[src/rtl/mon_c2sif.sv]
// Output-pin edge monitor. It records level changes of dout into a FIFO that is read over c2sif.
// Define MON_C2SIF_TSTAMP_EN to add a 31-bit timestamp counter and store timestamps in the records.
module mon_c2sif #(
    parameter int unsigned ID    = 0,
    parameter int unsigned DEPTH = 16
) (
    input  logic        clk,
    input  logic        rst_n,
    input  logic        dout,
    input  logic        req,
    input  logic [7:0]  id,
    input  logic [1:0]  fn,
    output logic        ack,
    output logic [31:0] data,
    output logic [1:0]  ret
);

    localparam int unsigned AW = $clog2(DEPTH);
    localparam logic [AW:0] PtrOne = (AW + 1)'(1);
`ifdef MON_C2SIF_TSTAMP_EN
    localparam int unsigned RW = 32;
`else
    localparam int unsigned RW = 1;
`endif

    typedef enum logic [1:0] {StIdle, StResp, StWaitLo} state_e;

    state_e        state_q;
    logic          sync1_q, sync2_q, lvl_q, ovf_q;
    logic [AW:0]   wr_ptr_q, rd_ptr_q, count;
    logic [RW-1:0] mem_q [DEPTH];
    logic [RW-1:0] rec_new, rec_head;
    logic [31:0]   pop_data;
    logic [7:0]    count8;
    logic          edge_det, exec, do_pop, do_clr, empty, full, pop_ok, push_ok;

    assign edge_det = (sync2_q != lvl_q);
    assign exec     = (state_q == StIdle) && req && (id == 8'(ID));
    assign do_pop   = exec && (fn == 2'd1);
    assign do_clr   = exec && (fn == 2'd3);
    assign count    = wr_ptr_q - rd_ptr_q;
    assign count8   = 8'(count);
    assign empty    = (wr_ptr_q == rd_ptr_q);
    assign full     = (wr_ptr_q[AW] != rd_ptr_q[AW]) &&
                      (wr_ptr_q[AW-1:0] == rd_ptr_q[AW-1:0]);
    assign pop_ok   = do_pop && !empty;
    // A pop in the same cycle frees the slot the push needs.
    assign push_ok  = edge_det && !do_clr && (!full || pop_ok);
    assign rec_head = mem_q[rd_ptr_q[AW-1:0]];

`ifdef MON_C2SIF_TSTAMP_EN
    logic [30:0] tstamp_q;

    always_ff @(posedge clk or negedge rst_n) begin
        if (!rst_n) begin
            tstamp_q <= '0;
        end else begin
            tstamp_q <= tstamp_q + 31'd1;
        end
    end

    assign rec_new  = {sync2_q, tstamp_q};
    assign pop_data = rec_head;
`else
    assign rec_new  = sync2_q;
    assign pop_data = {rec_head, 31'b0};
`endif

    always_ff @(posedge clk or negedge rst_n) begin
        if (!rst_n) begin
            sync1_q <= 1'b0;
            sync2_q <= 1'b0;
            lvl_q   <= 1'b0;
        end else begin
            sync1_q <= dout;
            sync2_q <= sync1_q;
            if (edge_det) lvl_q <= sync2_q;
        end
    end

    always_ff @(posedge clk or negedge rst_n) begin
        if (!rst_n) begin
            wr_ptr_q <= '0;
            rd_ptr_q <= '0;
            ovf_q    <= 1'b0;
        end else if (do_clr) begin
            wr_ptr_q <= '0;
            rd_ptr_q <= '0;
            ovf_q    <= 1'b0;
        end else begin
            if (pop_ok)               rd_ptr_q <= rd_ptr_q + PtrOne;
            if (push_ok)              wr_ptr_q <= wr_ptr_q + PtrOne;
            if (edge_det && !push_ok) ovf_q    <= 1'b1;
        end
    end

    always_ff @(posedge clk) begin
        if (push_ok) mem_q[wr_ptr_q[AW-1:0]] <= rec_new;
    end

    always_ff @(posedge clk or negedge rst_n) begin
        if (!rst_n) begin
            state_q <= StIdle;
            ack     <= 1'b0;
            data    <= '0;
            ret     <= '0;
        end else begin
            case (state_q)
                StIdle: begin
                    if (req && id == 8'(ID)) begin
                        ack     <= 1'b1;
                        state_q <= StResp;
                        case (fn)
                            2'd0: begin
                                data <= {31'b0, lvl_q};
                                ret  <= 2'd0;
                            end
                            2'd1: begin
                                data <= empty ? 32'd0 : pop_data;
                                ret  <= empty ? 2'd1 : 2'd0;
                            end
                            2'd2: begin
                                data <= {ovf_q, 7'b0, count8, full, empty, 6'b0, 8'(DEPTH - 1)};
                                ret  <= 2'd0;
                            end
                            default: begin
                                data <= '0;
                                ret  <= 2'd0;
                            end
                        endcase
                    end else if (req) begin
                        state_q <= StWaitLo;
                    end
                end
                StResp: begin
                    if (!req) begin
                        ack     <= 1'b0;
                        state_q <= StIdle;
                    end
                end
                StWaitLo: begin
                    if (!req) state_q <= StIdle;
                end
                default: state_q <= StIdle;
            endcase
        end
    end

endmodule

[config.mk]
export PLATFORM = sky130hd
export DESIGN_NAME = mon_c2sif
export DESIGN_NICKNAME = d
export VERILOG_FILES = /design/src/rtl/mon_c2sif.sv
export SDC_FILE = /design/constraint.sdc
export NUM_CORES = 1
export LEC_CHECK = 0
export ABC_AREA = 1
export CORE_MARGIN = 2
export CORE_UTILIZATION = 25
export DETAILED_ROUTE_END_ITERATION = 12
export PLACE_DENSITY = 0.53
export RECOVER_POWER = 100
export SLEW_MARGIN = 5
export SYNTH_ARGS = -nofsm -noshare
export SYNTH_HDL_FRONTEND = slang
export SYNTH_SLANG_ARGS = --single-unit
[constraint.sdc]
create_clock -name clk -period 6.2 [get_ports clk]
set_clock_uncertainty 0.2 [all_clocks]
set_input_delay 0.62 -clock clk [delete_from_list [all_inputs] [get_ports clk]]
set_output_delay 0.62 -clock clk [all_outputs]
set_load 0.01 [all_outputs]
==> results_dict.tcl <==
set metrics [dict create \
    syn-cell-area_um2 2770 \
    postRouteAntennaNets 0 \
    start_util_pct 25.5 \
    portBuffers 27 \
    htreeDepth 2 \
    antenna_cells 0 \
    cts_buffers 5 \
    r2r_cells 6 \
    fin_ws_ns 2.97 \
    timing.rr.end "mem_q[10]" \
    cts_setup_buffers 0 \
    slew_headroom_pct -3.93 \
    fillers 1165 \
    gp_congestion 0.834 \
    grt_first_pass_wirelength_um 9080 \
    cts_tree "yes" \
    synth_edf_count 16 \
    cts-root-buf "clkbuf_8" \
    core_um2 10800 \
    drive_above_1_share_pct 6.92 \
    fin_setup_tns_ns 0 \
    place_hpwl_um 4230 \
    timing.rr.start "rd_ptr_q[0]" \
    cts_resized 0 \
    drt_wl_total_um 5350 \
    violations "capacitance limit, slew limit" \
    holdPathEnd "rec_new" \
    worst_pin_slew_ns 1.56 \
    grt_overflow 0 \
    ys_seq_elements 44 \
    regToRegSetupSlack_ns 3.08 \
    finalHoldViolCount 0 \
    worstPathMaxFanout 16 \
    ys_seq_area_share_pct 42.7 \
    regArea_um2 1180 \
    rsz0062_at_grt "no" \
    status "finished with violations" \
    setup-violations-final 0 \
    wl_per_cell_um 11.0 \
    drc 0 \
    power_uw 821 \
    num_io_pins 49 \
    clockBufferDepth 2 \
    netlist.area_leader.share_pct 25.3 \
    avgViaCountPerCell 4.11 \
    die_height_um 109 \
    placementRows 38 \
    end_kind "flop" \
    hold_buffers 0 \
    report.final.slew_viol_count 29 \
    final_nets 372 \
    multi_input_area_um2 1270 \
    avgSynthCellArea_um2 8.63 \
    first_global_vias 1916 \
    hold_path.class "reg -> reg" \
    start_kind "input port" \
    max_freq_mhz 310 \
    vias 2004 \
    cts.clk_slew.worst_paths_ns 0.08 \
    area_growth_pct 12.6 \
    ys_warn_count 0 \
    power_density_nw_per_um2 263 \
    clock_latency_ns 0.29 \
    cp.arrival_ns 3.01 \
    p_leak_nw 1.45 \
    grt_max_degree 29 \
    critical_path_class "in -> reg" \
    cts_num_sinks 44 \
    grt_usage_pct 9.92 \
    synth_top_area_cell "dfrtp_1" \
    fin_crit_ns 3.23 \
    firstDrtPassIters 4 \
    dpl_worst_slack_ns 3.47 \
    cp.required_ns 5.98 \
    hold_depth 0 \
    antenna_found_initial 0 \
    synthCells 321 \
    synth_most_common_cell "nand2_1" \
    finalCritPeriodShare_pct 52.1 \
    synth_commonest_cells "nand2_1 (81), inv_1 (33), nand3_1 (29), dfrtp_1 (28), nor2_1 (25)" \
    dieArea_um2 11900 \
    drt_iter0_drc 90 \
    die_w_um 109 \
    min-delay-start "sync1_q" \
    synth_cell_type_count 32 \
    synth_async_sr_flop_share_pct 63.6 \
    ir_drop_v 0.000112 \
    synthTopCellsByArea "dfrtp_1 (25%), edfxtp_1 (17%), nand2_1 (11%)" \
    synth_flop_cell "dfrtp_1" \
    maxCapViolations 1 \
]
-- cells in the final DEF, fill, tap and decap left out --
cell type,Yosys,layout
o21a_1,1,1
nand2_2,1,1
fa_1,1,1
nor2_2,3,1
clkinv_1,0,1
nand2_1,81,82
nand4_1,7,9
xor2_1,5,5
o21ai_0,16,16
xnor2_2,1,1
clkdlybuf4s50_1,0,10
xnor2_1,3,3
a21boi_0,1,1
nand3_1,29,30
clkbuf_8,0,5
clkbuf_1,2,2
clkinvlp_4,0,1
dfrtp_1,28,28
dlygate4sd3_1,0,17
inv_1,33,33
conb_1,1,21
nand3b_4,1,1
xor2_4,1,1
nor2_1,25,27
nor3_1,1,1
nand2b_1,0,1
ha_1,11,11
a21oi_1,7,7
edfxtp_1,16,16
nor2_4,12,12
inv_2,1,1
-- flip-flops by register name (all words and copies together), names as in the netlist --
register,flops
lvl_q,1
rd_ptr_q,5
ack,1
wr_ptr_q,5
ret,1
data,10
sync1_q,1
state_q,2
mem_q,16
ovf_q,1
rec_new,1
-- logic make-up (layout without fill, tap and decap cells) --
group           after synthesis  after routing  share of synthesized area, %
xor+xnor                     10             10                          4.11
fa+ha+maj                    12             12                          5.69
buf+inv                      64             70                          12.6
simple gates                165            165                          30.1
compound gates               25             25                          4.70
other cells                   1             21                         0.135
flops                        44             44                          42.7
-- layout make-up --
cell class                 count  share of cell area, %
clock buffer                   6                   2.33
clock inverter                 2                  0.361
inverter                      34                   4.09
multi-input combinational    233                   40.9
sequential                    44                   37.9
tap                          140                   5.62
timing repair buffer          28                   8.79
-- how the worst max path moves through the flow --
stage	startpoint	end	slack, ns	depth (start not counted)
after CTS	fn[0]	mem_q[10]	3.79	7
after floorplan	rd_ptr_q[2]	mem_q[3]	4.08	9
final	req	mem_q[10]	2.97	7
after global placement	fn[0]	mem_q[0]	3.50	7
after detailed placement	fn[0]	mem_q[10]	3.47	7
after global routing	req	mem_q[11]	2.70	7
-- stage by stage --
stage / instance area [um2] / cells / utilization (%) / hold WS (ns)
floorplan: 2840 / 341 / - / 0.124
global placement: 3080 / 479 / 28.4 / 0.133
detailed placement: 3080 / 479 / 28.4 / 0.137
CTS: 3160 / 487 / 29.2 / 0.156
global route: 3120 / 487 / 28.8 / 0.160
finish: 3120 / 487 / 28.8 / 0.152
-- routing by layer --
layer,wire length (um),share of wire [%],up-vias,global-route usage (%)
li1,-,-,1035,-
met1,2630,49,918,13.2
met2,2410,45,46,15.6
met3,216,4.0,5,2.33
met4,91,1.7,0,3.71
met5,0,0,-,0
-- where the power goes --
| group | switching [mW] | internal, mW |
|---|---|---|
| clock | 0.0960 | 0.0782 |
| combinational | 0.168 | 0.106 |
| sequential | 0.0405 | 0.332 |
| total | 0.304 | 0.516 |
-- worst max-delay path, cell delays in order --
cell and delay [ns]:
dlygate4sd3_1 0.59, nand2_1 0.07, nor2_1 0.15, nand4_1 0.17, nand2_1 0.21, nand3_1 0.83, nor2_1 0.36
No activity file was read; power rests on OpenSTA's default activity.
